<file path="config.mk">
export PLATFORM = sky130hd
export DESIGN_NAME = fetch_hazard_ctrl_flat
export DESIGN_NICKNAME = d
export VERILOG_FILES = /design/src/rtl/fetch_hazard_ctrl_pkg.sv /design/src/rtl/fetch_hazard_ctrl_if.sv /design/src/rtl/fetch_hazard_ctrl_load_use_detect.sv /design/src/rtl/fetch_hazard_ctrl.sv /design/src/flat_wrapper.sv
export SDC_FILE = /design/constraint.sdc
export NUM_CORES = 1
export LEC_CHECK = 0
export CAP_MARGIN = 10
export CORE_MARGIN = 2
export CORE_UTILIZATION = 38
export DETAILED_ROUTE_END_ITERATION = 12
export PLACE_DENSITY = 0.95
export SYNTH_ARGS = -nofsm -noshare
export SYNTH_HDL_FRONTEND = slang
export SYNTH_SLANG_ARGS = --single-unit
</file>
<file path="constraint.sdc">
create_clock -name clk -period 4.3 [get_ports clk]
set_clock_uncertainty 0.2 [all_clocks]
set_input_delay 0.86 -clock clk [delete_from_list [all_inputs] [get_ports clk]]
set_output_delay 0.86 -clock clk [all_outputs]
set_load 0.05 [all_outputs]
</file>
<file path="src/rtl/fetch_hazard_ctrl_pkg.sv">
// Shared definitions for the fetch/hazard sequencing controller: state encoding,
// the flush NOP and the bundle of pipeline-control strobes.
package hazard_pkg;

  localparam logic [1:0] BOOT = 2'd0;
  localparam logic [1:0] RUN  = 2'd1;
  localparam logic [1:0] HALT = 2'd2;

  localparam logic [31:0] NOP_INSTR = 32'h0000_0013;

  typedef struct packed {
    logic pc_enable;
    logic pc_src;
    logic if_id_write;
    logic if_id_flush;
    logic id_ex_flush;
  } pipe_ctrl_t;

  // Fetch frozen with both pipeline registers forced to NOP (boot and halt).
  localparam pipe_ctrl_t CTRL_FREEZE   = '{1'b0, 1'b0, 1'b0, 1'b1, 1'b1};
  localparam pipe_ctrl_t CTRL_REDIRECT = '{1'b1, 1'b1, 1'b1, 1'b1, 1'b1};
  localparam pipe_ctrl_t CTRL_STALL    = '{1'b0, 1'b0, 1'b0, 1'b0, 1'b1};
  localparam pipe_ctrl_t CTRL_RUN      = '{1'b1, 1'b0, 1'b1, 1'b0, 1'b0};

endpackage

</file>
<file path="src/rtl/fetch_hazard_ctrl_if.sv">
// Decode-side inputs and fetch/pipeline-control outputs of the hazard controller.
interface fetch_hazard_ctrl_if #(
  parameter int REG_ADDR_W = 5,
  parameter int CNT_W      = 16
);
  logic [REG_ADDR_W-1:0] id_rs1;
  logic [REG_ADDR_W-1:0] id_rs2;
  logic                  id_rs1_used;
  logic                  id_rs2_used;
  logic [REG_ADDR_W-1:0] ex_rd;
  logic                  ex_mem_read;
  logic                  ex_branch_taken;
  logic [31:0]           ex_branch_target;
  logic                  ex_halt;
  logic                  resume;
  logic                  PCEnable;
  logic                  PCSrc;
  logic [31:0]           PC_Plus_Immediate;
  logic                  if_id_write;
  logic                  if_id_flush;
  logic                  id_ex_flush;
  logic                  halted;
  logic [CNT_W-1:0]      stall_count;

  modport master (
    output id_rs1, id_rs2, id_rs1_used, id_rs2_used, ex_rd, ex_mem_read,
           ex_branch_taken, ex_branch_target, ex_halt, resume,
    input  PCEnable, PCSrc, PC_Plus_Immediate, if_id_write, if_id_flush,
           id_ex_flush, halted, stall_count
  );

  modport slave (
    input  id_rs1, id_rs2, id_rs1_used, id_rs2_used, ex_rd, ex_mem_read,
           ex_branch_taken, ex_branch_target, ex_halt, resume,
    output PCEnable, PCSrc, PC_Plus_Immediate, if_id_write, if_id_flush,
           id_ex_flush, halted, stall_count
  );
endinterface

</file>
<file path="src/rtl/fetch_hazard_ctrl_load_use_detect.sv">
// Load-use hazard comparator: the ID instruction reads a register that the load
// in EX has not yet written. x0 is hardwired to zero, so it never hazards.
module load_use_detect
  import hazard_pkg::*;
#(
  parameter int REG_ADDR_W = 5
) (
  input  logic [REG_ADDR_W-1:0] rs1,
  input  logic [REG_ADDR_W-1:0] rs2,
  input  logic                  rs1_used,
  input  logic                  rs2_used,
  input  logic [REG_ADDR_W-1:0] ex_rd,
  input  logic                  ex_mem_read,
  output logic                  hazard
);

  logic rd_nonzero_s;
  logic rs1_match_s;
  logic rs2_match_s;

  assign rd_nonzero_s = (ex_rd != {REG_ADDR_W{1'b0}});
  assign rs1_match_s  = rs1_used && (rs1 == ex_rd);
  assign rs2_match_s  = rs2_used && (rs2 == ex_rd);
  assign hazard       = ex_mem_read && rd_nonzero_s && (rs1_match_s || rs2_match_s);

endmodule

</file>
<file path="src/rtl/fetch_hazard_ctrl.sv">
// Fetch sequencing controller: boot hold-off, branch redirect, load-use bubbles
// and halt parking. Pipeline strobes are combinational from state and inputs.
module fetch_hazard_ctrl
  import hazard_pkg::*;
#(
  parameter int STARTUP_CYCLES = 2,
  parameter int REG_ADDR_W     = 5,
  parameter int CNT_W          = 16
) (
  input logic              clk,
  input logic              rst_,
  fetch_hazard_ctrl_if.slave bus
);

  localparam int BOOT_W = (STARTUP_CYCLES > 1) ? $clog2(STARTUP_CYCLES) : 1;
  localparam logic [BOOT_W-1:0] BOOT_LAST = BOOT_W'(STARTUP_CYCLES - 1);

  logic [1:0]        state_q, state_d;
  logic [BOOT_W-1:0] boot_cnt_q, boot_cnt_d;
  logic              halted_q, halted_d;
  logic [CNT_W-1:0]  stall_cnt_q, stall_cnt_d;
  logic              hazard_s;
  logic              stall_s;
  pipe_ctrl_t        ctrl_s;

  load_use_detect #(.REG_ADDR_W(REG_ADDR_W)) u_load_use_detect (
    .rs1         (bus.id_rs1),
    .rs2         (bus.id_rs2),
    .rs1_used    (bus.id_rs1_used),
    .rs2_used    (bus.id_rs2_used),
    .ex_rd       (bus.ex_rd),
    .ex_mem_read (bus.ex_mem_read),
    .hazard      (hazard_s)
  );

  // Next state and pipeline strobes; halt outranks a branch, which outranks a stall.
  always_comb begin
    state_d    = state_q;
    boot_cnt_d = boot_cnt_q;
    ctrl_s     = CTRL_FREEZE;
    stall_s    = 1'b0;
    case (state_q)
      BOOT: begin
        ctrl_s = CTRL_FREEZE;
        if (boot_cnt_q == BOOT_LAST) begin
          state_d    = RUN;
          boot_cnt_d = {BOOT_W{1'b0}};
        end else begin
          boot_cnt_d = boot_cnt_q + BOOT_W'(1);
        end
      end
      RUN: begin
        if (bus.ex_halt) begin
          ctrl_s  = CTRL_FREEZE;
          state_d = HALT;
        end else if (bus.ex_branch_taken) begin
          ctrl_s = CTRL_REDIRECT;
        end else if (hazard_s) begin
          ctrl_s  = CTRL_STALL;
          stall_s = 1'b1;
        end else begin
          ctrl_s = CTRL_RUN;
        end
      end
      HALT: begin
        ctrl_s = CTRL_FREEZE;
        if (bus.resume) begin
          state_d = RUN;
        end else begin
          state_d = HALT;
        end
      end
      default: begin
        ctrl_s     = CTRL_FREEZE;
        state_d    = BOOT;
        boot_cnt_d = {BOOT_W{1'b0}};
      end
    endcase
  end

  // Registered status: halt flag and saturating stall counter.
  always_comb begin
    halted_d = (state_d == HALT);
    if (stall_s && (stall_cnt_q != {CNT_W{1'b1}})) begin
      stall_cnt_d = stall_cnt_q + CNT_W'(1);
    end else begin
      stall_cnt_d = stall_cnt_q;
    end
  end

  // State and status flops.
  always_ff @(posedge clk or negedge rst_) begin
    if (!rst_) begin
      state_q     <= BOOT;
      boot_cnt_q  <= {BOOT_W{1'b0}};
      halted_q    <= 1'b0;
      stall_cnt_q <= {CNT_W{1'b0}};
    end else begin
      state_q     <= state_d;
      boot_cnt_q  <= boot_cnt_d;
      halted_q    <= halted_d;
      stall_cnt_q <= stall_cnt_d;
    end
  end

  assign bus.PCEnable          = ctrl_s.pc_enable;
  assign bus.PCSrc             = ctrl_s.pc_src;
  assign bus.if_id_write       = ctrl_s.if_id_write;
  assign bus.if_id_flush       = ctrl_s.if_id_flush;
  assign bus.id_ex_flush       = ctrl_s.id_ex_flush;
  assign bus.PC_Plus_Immediate = bus.ex_branch_target;
  assign bus.halted            = halted_q;
  assign bus.stall_count       = stall_cnt_q;

endmodule

</file>
<file path="src/flat_wrapper.sv">
// flat-port wrapper written by rule: the top's interface ports become plain ports
module fetch_hazard_ctrl_flat import hazard_pkg::*;
#(
  parameter int STARTUP_CYCLES = 2,
  parameter int REG_ADDR_W     = 5,
  parameter int CNT_W          = 16
)
  (clk, rst_, bus_id_rs1, bus_id_rs2, bus_id_rs1_used, bus_id_rs2_used, bus_ex_rd, bus_ex_mem_read, bus_ex_branch_taken, bus_ex_branch_target, bus_ex_halt, bus_resume, bus_PCEnable, bus_PCSrc, bus_PC_Plus_Immediate, bus_if_id_write, bus_if_id_flush, bus_id_ex_flush, bus_halted, bus_stall_count);
  fetch_hazard_ctrl_if #(.REG_ADDR_W(REG_ADDR_W), .CNT_W(CNT_W)) bus_i ();
  input logic clk;
  input logic rst_;
  input wire logic [$bits(bus_i.id_rs1)-1:0] bus_id_rs1;
  input wire logic [$bits(bus_i.id_rs2)-1:0] bus_id_rs2;
  input wire logic [$bits(bus_i.id_rs1_used)-1:0] bus_id_rs1_used;
  input wire logic [$bits(bus_i.id_rs2_used)-1:0] bus_id_rs2_used;
  input wire logic [$bits(bus_i.ex_rd)-1:0] bus_ex_rd;
  input wire logic [$bits(bus_i.ex_mem_read)-1:0] bus_ex_mem_read;
  input wire logic [$bits(bus_i.ex_branch_taken)-1:0] bus_ex_branch_taken;
  input wire logic [$bits(bus_i.ex_branch_target)-1:0] bus_ex_branch_target;
  input wire logic [$bits(bus_i.ex_halt)-1:0] bus_ex_halt;
  input wire logic [$bits(bus_i.resume)-1:0] bus_resume;
  output wire logic [$bits(bus_i.PCEnable)-1:0] bus_PCEnable;
  output wire logic [$bits(bus_i.PCSrc)-1:0] bus_PCSrc;
  output wire logic [$bits(bus_i.PC_Plus_Immediate)-1:0] bus_PC_Plus_Immediate;
  output wire logic [$bits(bus_i.if_id_write)-1:0] bus_if_id_write;
  output wire logic [$bits(bus_i.if_id_flush)-1:0] bus_if_id_flush;
  output wire logic [$bits(bus_i.id_ex_flush)-1:0] bus_id_ex_flush;
  output wire logic [$bits(bus_i.halted)-1:0] bus_halted;
  output wire logic [$bits(bus_i.stall_count)-1:0] bus_stall_count;
  assign bus_i.id_rs1 = bus_id_rs1;
  assign bus_i.id_rs2 = bus_id_rs2;
  assign bus_i.id_rs1_used = bus_id_rs1_used;
  assign bus_i.id_rs2_used = bus_id_rs2_used;
  assign bus_i.ex_rd = bus_ex_rd;
  assign bus_i.ex_mem_read = bus_ex_mem_read;
  assign bus_i.ex_branch_taken = bus_ex_branch_taken;
  assign bus_i.ex_branch_target = bus_ex_branch_target;
  assign bus_i.ex_halt = bus_ex_halt;
  assign bus_i.resume = bus_resume;
  assign bus_PCEnable = bus_i.PCEnable;
  assign bus_PCSrc = bus_i.PCSrc;
  assign bus_PC_Plus_Immediate = bus_i.PC_Plus_Immediate;
  assign bus_if_id_write = bus_i.if_id_write;
  assign bus_if_id_flush = bus_i.if_id_flush;
  assign bus_id_ex_flush = bus_i.id_ex_flush;
  assign bus_halted = bus_i.halted;
  assign bus_stall_count = bus_i.stall_count;
  fetch_hazard_ctrl #(.STARTUP_CYCLES(STARTUP_CYCLES), .REG_ADDR_W(REG_ADDR_W), .CNT_W(CNT_W)) u_core (.clk(clk), .rst_(rst_), .bus(bus_i));
endmodule
</file>
After elaboration in Yosys (flattened, before gate mapping). Index checks and enable logic that the tools add are counted.

Word-level logic and storage cells: 35. Register bits: 20. Input port bits: 55. Output and inout bits: 54.

Add/sub/neg operators: 2. Reductions and logical operators: 9. Muxes and demuxes: 14. Eq/ne operators: 6.

Operator list (count): $mux 5 (4); $add 16x1->16 const B (1); $ne 16x16->1 const B (1); $eq 5x5->1 (2); $mux 2 (3); $pmux 2 s3 (1); $logic_and 1x1->1 (5); $mux 1 (5); $reduce_bool 5->1 (1); $eq 2x2->1 const B (2); $eq 2x1->1 const B (1); $logic_not 2->1 (1); $pmux 1 s2 (1); $reduce_or 2->1 (1); $add 1x1->1 const B (1); $logic_or 1x1->1 (1).

Longest topological paths before layout. Gate-level depths: netlist (run 1).

Word-level depth: 9. Depth in mapped cells: 7. Gate-level depth less buffers: 7.

Modules after synthesis. From an unflattened synthesis (run 1), not the netlist that was laid out.

Cells, all modules: 151. Area total of the unflattened synthesis: 1472.7 µm².

Modules (own cells, without submodules): fetch_hazard_ctrl (cells an instance 134, sequential area each 500.5 µm², area an instance 1338.8 µm², instances 1); load_use_detect (cells an instance 17, sequential area each 0.0 µm², area an instance 133.9 µm², instances 1).

Worst setup path after synthesis (run 1). OpenSTA, ideal clock, no wires.

Kind: input to output. Start: input bus_ex_rd[0]. End: output bus_if_id_write. Stages on the path: 5. Data required time: 3240 ps. Arrival: 2480 ps. Slack: 760 ps. Buffers on the path: 1. Cells stage by stage: or4_4 o21ai_4 nand2b_1 o21a_1 buf_4.

Word-level cells in the longest chain between the ends: 8. Elaborated cells between the ends (all ways): 12. Those cells by class: eq/ne: 2; mux: 4; reduce/logical: 6.

RTL lines: start: declaration (line flat_wrapper.sv:16) `input wire logic [$bits(bus_i.ex_rd)-1:0] bus_ex_rd;`; $eq 5x5->1 (on tied branches) (line fetch_hazard_ctrl_load_use_detect.sv:22, fetch_hazard_ctrl_load_use_detect.sv:23); $logic_and 1x1->1 (on tied branches) (line fetch_hazard_ctrl_load_use_detect.sv:22, fetch_hazard_ctrl_load_use_detect.sv:23); $logic_or 1x1->1 (line fetch_hazard_ctrl_load_use_detect.sv:24) `assign hazard = ex_mem_read && rd_nonzero_s && (rs1_match_s || rs2_match_s);`; $logic_and 1x1->1 * (line fetch_hazard_ctrl_load_use_detect.sv:24); $mux 5 * (line fetch_hazard_ctrl.sv:58) `end else if (hazard_s) begin`; $mux 5 * (line fetch_hazard_ctrl.sv:56) `end else if (bus.ex_branch_taken) begin`; $mux 5 * (line fetch_hazard_ctrl.sv:53) `if (bus.ex_halt) begin`; $mux 5 * (line fetch_hazard_ctrl.sv:42) `case (state_q)`; end: declaration (line flat_wrapper.sv:25) `output wire logic [$bits(bus_i.if_id_write)-1:0] bus_if_id_write;`.

Every way passes the cells marked *; elsewhere a longest branch is shown, timed or not.

Final worst setup path (run 1). Ends and elaborated chain as after synthesis.

==> metrics.md, run 1 <==
| Metric | Value |
|---|---|
| Status | `finished, final reports clean` |
| Pre-antenna DRT Iters | `4` |
| Synth Flop Type | `dfrtp_1` |
| Total design power | `0.543 mW` |
| Library cells used by synthesis | `34` |
| #FFs+latches synth | `20` |
| CP cell instances | `clkdlybuf4s50_1 > or4_4 > o21ai_4 > nand2b_1 > o21a_1 > buf_4` |
| Cells after DPL | `216` |
| Clock slew seen by the registers of the worst setup and hold paths | `70 ps` |
| Most common cell after layout, fill and taps aside | `clkdlybuf4s50_1` |
| Worst VDD drop | `118 uV` |
| Layout cell share with drive strength beyond 1 | `12.3%` |
| Cell area power density | `297 nW/um^2` |
| # DRC | `0` |
| Most frequent cells in the layout | `clkdlybuf4s50_1 (41), xnor2_1 (25), dfrtp_1 (20)` |
| Setup TNS | `0 ps` |
| CTS H-tree lvls | `1` |
| Starting density of the core | `40.5%` |
| Critical Path Source Type | `input pin` |
| Worst Path Required | `3240 ps` |
| Initial DRC Count | `73` |
| CP peak stage delay | `570 ps` |
| Gpl congestion | `0.891` |
| Sequential area share after synthesis | `33.0%` |
| Hold Vio Cnt, Final | `0` |
| Tcrit/Tclk final | `86.2%` |
| Yosys warning count | `0` |
| Avg WL per Cell | `13.7 microns` |
| Min cycle time layout | `3710 ps` |
| Max Clock Freq | `0.270 GHz` |
| Slew @ Worst Pin | `872 ps` |
| Static Leakage | `0.698 nW` |
| Hold-fix buffers, CTS | `0` |
| WS Path Type | `input pin to output port` |
| First-pass GRT wire length | `5.06 mm` |
| CP arrival | `2650 ps` |
| CTS Buf Count | `3` |
| Syn Inst Count | `156` |
| CTS max path bufs | `2` |
| MaxCap Viol Count | `0` |
| Routed wire length | `3.00 mm` |
| Buffers & Inverters on Critical Path | `2` |
| Die footprint | `4520 sq um` |
| Largest net degree at the start of global routing | `21` |
| Synth-to-Final Area Change | `20.4%` |
| DP HPWL | `2.35 mm` |
| Post-synth ARST share | `100%` |
| Fillers | `358` |
| Worst-Skew Late Latency | `250 ps` |
| Total grt overflow | `0` |
| Via Count | `1122` |
| HP Class | `flop to flop` |
| Cell family with most CP delay | `simple AND/OR/NAND/NOR gates` |
| Boundary pin count | `109` |
| # setup viols final | `0` |
| Crit path capture type | `output port` |
| Cell Count, Final, Fillers Out | `219` |
| CTS tree | `done` |
| Post-CTS resize count | `0` |
| Max-slew violation count | `0` |
| Die Ht | `67.2 microns` |
| Initial antenna violation count | `0` |
| Gr usage total | `14.7%` |
| Clock net sink count | `20` |
| Syn_area_per_cell | `9.73 sq um` |
| Site row count | `22` |
| I/O Buffers | `44` |
| Post-CTS setup buffer count | `0` |
| Critical Path Fanout Max | `5` |
| Post-Syn Nets | `216` |
| Relative slew margins | `41.7%` |
| Place WS | `575 ps` |
| RSZ-0062 raised after global routing | `false` |
| Core area | `3740 sq um` |
| Vias in the first global route | `1109` |
| Tightest hold margin | `295 ps` |
| Worst setup margin | `594 ps` |
| Root Buffer | `clkbuf_8` |
| Vias per cell | `5.12` |
| CP max stage cell | `or4_4` |
| Layout Nets | `233` |
| Die width | `67.2 microns` |
| Number of flops mapped to enable cells by yosys | `0` |
| Mapped Area | `1520 sq um` |
| Post-route ant nets | `0` |
| Ant. Diodes | `0` |
==> routing by layer <==
metal  up-vias  global-route usage [%]  share of wire [%]
li1        531                       -                  -
met1       529                    18.8                 41
met2        56                    23.3                 50
met3         6                    3.33                7.8
met4         0                    7.40                1.8
met5         -                       0                  0
==> per-stage QoR <==
step                      utilization [%]  area (sq um)
final                                48.8          1830
after global routing                 48.8          1830
after CTS                            48.8          1830
after detailed placement             47.7          1790
after global placement               47.7          1790
after floorplan                         -          1520
==> final timing paths <==
kind | from | to | slack, ps | depth (start not counted)
worst max-delay path | bus_ex_rd[0] | bus_if_id_write | 590 | 6
worst min-delay path | u_core.bus.stall_count[13] | u_core.bus.stall_count[13] | 300 | 1
worst max register to register | u_core.state_q[1] | u_core.bus.stall_count[5] | 2010 | 8
worst min register to register | u_core.bus.stall_count[13] | u_core.bus.stall_count[13] | 300 | 1
max in group asynchronous | rst_ | u_core.bus.stall_count[6] | 2460 | 1
min in group asynchronous | rst_ | u_core.bus.stall_count[1] | 900 | 1
==> synthesized netlist by cell type (2+ instances only) <==
cell type   n  area share (%)
and2_1      2            0.82
nand2b_1    3             1.2
a21oi_1     2            0.66
ha_1        5             4.1
nand4_1    10             4.1
nor4_4      2             2.8
nand2_1    10             2.5
nor2_1      4            0.99
nor3_1      4             1.3
and4_1      2             1.2
nand3_1    10             3.3
buf_4      33              16
dfrtp_1    20              33
inv_1       3            0.74
o21ai_0     2            0.66
xnor2_1    25              14
nor4_1      2            0.82
==> state kept, by name, indices dropped and copies added, names as in the netlist <==
name	count
u_core.bus.stall_count	16
u_core.boot_cnt_q	1
u_core.bus.halted	1
u_core.state_q	2
==> layout make-up <==
type	count	area, sq um	share of cell area, %
inverter	4	15.0	0.822
clock buffer	3	41.3	2.26
timing repair buffer	46	460	25.2
tap	48	60.1	3.29
sequential	20	500	27.4
multi-input combinational	98	749	41.0
==> cells by family after synthesis <==
logic type      synth area share (%)
simple gates                    25.7
buf+inv                         17.6
xor+xnor                        14.4
flops                           33.0
compound gates                  4.12
fa+ha+maj                       4.12
mux                            0.989
==> where the power goes <==
group | internal, mW | switching [mW]
Clock | 0.0623 | 0.0562
Combinational | 0.0895 | 0.114
Sequential | 0.206 | 0.0158
(Power assumes the default switching activity.)
==> inputs of run 2 (changes only) <==
- CORE_ASPECT_RATIO: not set -> 0.5
==> run 2 against run 1 <==
Against the previous run: register-to-register slack got worse by 30 ps; hold slack improved by 32 ps; sequential power barely moved; clock-buffer cell count did not move; critical path depth did not move; die area rose by 0.69%; cell count rose by 2.7%; combinational power rose by 2%; power rose by 1.3%.
==> metrics.md, run 2 (same netlist as run 1, synthesis figures left out) <==
| Metric | Value |
|---|---|
| Status | `finished, final reports clean` |
| Hold path startpoint | `u_core.boot_cnt_q` |
| Vias in the first global route | `1281 (+16%)` |
| Pre-antenna DRT Iters | `4 (unchanged)` |
| Slew @ Worst Pin | `884 ps (+11.7 ps)` |
| Gpl congestion | `0.837 (-6.0%)` |
| Starting density of the core | `39.3% (-1.3 points)` |
| Critical Path Source Type | `input pin` |
| Routed wire length | `3.48 mm (+16%)` |
| I/O Buffers | `44 (unchanged)` |
| Crit path launch | `bus_ex_rd[0]` |
| Layout Nets | `233 (unchanged)` |
| Max Clock Freq | `0.267 GHz (-0.98%)` |
| Root Buffer | `clkbuf_8` |
| Synth-to-Final Area Change | `20.9%` |
| Worst Path Required | `3240 ps (about the same)` |
| Largest net degree at the start of global routing | `21 (unchanged)` |
| Internal reg-to-reg setup slack | `1980 ps (-30 ps)` |
| Total grt overflow | `0 (unchanged)` |
| Most frequent cells in the layout | `clkdlybuf4s50_1 (41), xnor2_1 (25), dfrtp_1 (20)` |
| Setup TNS | `0 ps (unchanged)` |
| RSZ-0062 raised after global routing | `false` |
| Hold Vio Cnt, Final | `0 (unchanged)` |
| CTS H-tree lvls | `1 (unchanged)` |
| Ant. Diodes | `0 (unchanged)` |
| HP Class | `flop to flop` |
| Max reg flops | `16 (unchanged)` |
| CTS Buf Count | `3 (unchanged)` |
| # setup viols final | `0 (unchanged)` |
| WS Path Type | `input pin to output port` |
| Avg WL per Cell | `15.4 microns (+13%)` |
| Vias per cell | `5.27 (+2.8%)` |
| Crit path capture type | `output port` |
| Worst-Skew Late Latency | `250 ps (about the same)` |
| Final non-filler cell area | `1830 sq um (+0.41%)` |
| Hold-fix buffers, CTS | `0 (unchanged)` |
| Place WS | `558 ps (-17.3 ps)` |
| Initial antenna violation count | `0 (unchanged)` |
| Post-CTS setup buffer count | `0 (unchanged)` |
| Crit Reg-Reg Startpoint | `u_core.state_q[1]` |
| Critical Path Fanout Max | `5 (unchanged)` |
| Placed inst area | `1790 sq um (+0.42%)` |
| Max-slew violation count | `0 (unchanged)` |
| Core area | `3860 sq um (+3.2%)` |
| Clock slew seen by the registers of the worst setup and hold paths | `70 ps (about the same)` |
| Worst VDD drop | `122 uV (+3.0%)` |
| Post-CTS resize count | `0 (unchanged)` |
| Die footprint | `4550 sq um (+0.69%)` |
| DP HPWL | `2.74 mm (+17%)` |
| Initial DRC Count | `102 (+40%)` |
| Core Util, Final | `47.5% (-1.3 points)` |
| Tcrit/Tclk final | `87.0% (+0.85 points)` |
| Site row count | `16 (-27%)` |
| Relative slew margins | `40.9% (-0.78 points)` |
| # DRC | `0 (unchanged)` |
| Most common cell after layout, fill and taps aside | `clkdlybuf4s50_1` |
| Die Ht | `48.7 microns (-28%)` |
| Min cycle time layout | `3740 ps (+36.5 ps)` |
| MaxCap Viol Count | `0 (unchanged)` |
| Worst setup margin | `558 ps (-36.5 ps)` |
| First-pass GRT wire length | `5.71 mm (+13%)` |
| CTS max path bufs | `2 (unchanged)` |
| CTS tree | `done` |
| Die width | `93.4 microns (+39%)` |
| CP arrival | `2680 ps (+30 ps)` |
| Clock net sink count | `20 (unchanged)` |
| Gr usage total | `15.4% (+0.70 points)` |
| Layout cell share with drive strength beyond 1 | `12.3% (unchanged)` |
| Static Leakage | `0.698 nW (unchanged)` |
| Boundary pin count | `109 (unchanged)` |
| Cell area power density | `300 nW/um^2 (+0.85%)` |
| Post-route ant nets | `0 (unchanged)` |
| Via Count | `1185 (+5.6%)` |
run 2: cell counts in the layout (fill, tap and decap cells not counted):
No cell type changed its count.
run 2: per-stage QoR:
step           total power, mW  std cells  hold WS, ps
2_1_floorplan            0.438        156          261
3_3_place_gp             0.425        222          289
3_5_place_dp             0.433        222          305
4_1_cts                  0.552        225          319
5_1_grt                  0.576        225          353
6_report                 0.550        225          327
run 2: report_power, final:
group	switching (mW)	internal, mW
registers	0.0179	0.206
clock network	0.0572	0.0623
logic	0.117	0.0898
total	0.192	0.358
run 2: area by class of cell:
| type | count | area [sq um] |
|---|---|---|
| Tap cell | 54 | 67.6 |
| Inverter | 4 | 15.0 |
| Timing Repair Buffer | 46 | 460 |
| Fill cell | 319 | 2030 |
| Sequential cell | 20 | 500 |
| Clock buffer | 3 | 41.3 |
| Multi-Input combinational cell | 98 | 749 |
run 2: layer usage:
metal | track usage [%] | up-vias | share of wire, % | wire [microns]
li1 | - | 537 | - | -
met1 | 17.1 | 564 | 37 | 1280
met2 | 26.4 | 63 | 53 | 1840
met3 | 2.65 | 21 | 6.8 | 237
met4 | 12.0 | 0 | 3.3 | 114
met5 | 0 | - | 0 | 0
run 2: worst max-delay path, stage by stage:
cell	delay [ps]
clkdlybuf4s50_1	480
or4_4	580
o21ai_4	250
nand2b_1	180
o21a_1	140
buf_4	200
run 2: path summary, 6_finish.rpt:
kind / end / cells past startpoint
min in group asynchronous: u_core.bus.stall_count[0] / 1
min reg2reg: u_core.boot_cnt_q / 2
min: u_core.boot_cnt_q / 2
max in group asynchronous: u_core.bus.stall_count[2] / 1
max reg2reg: u_core.bus.stall_count[5] / 8
max: bus_if_id_write / 6
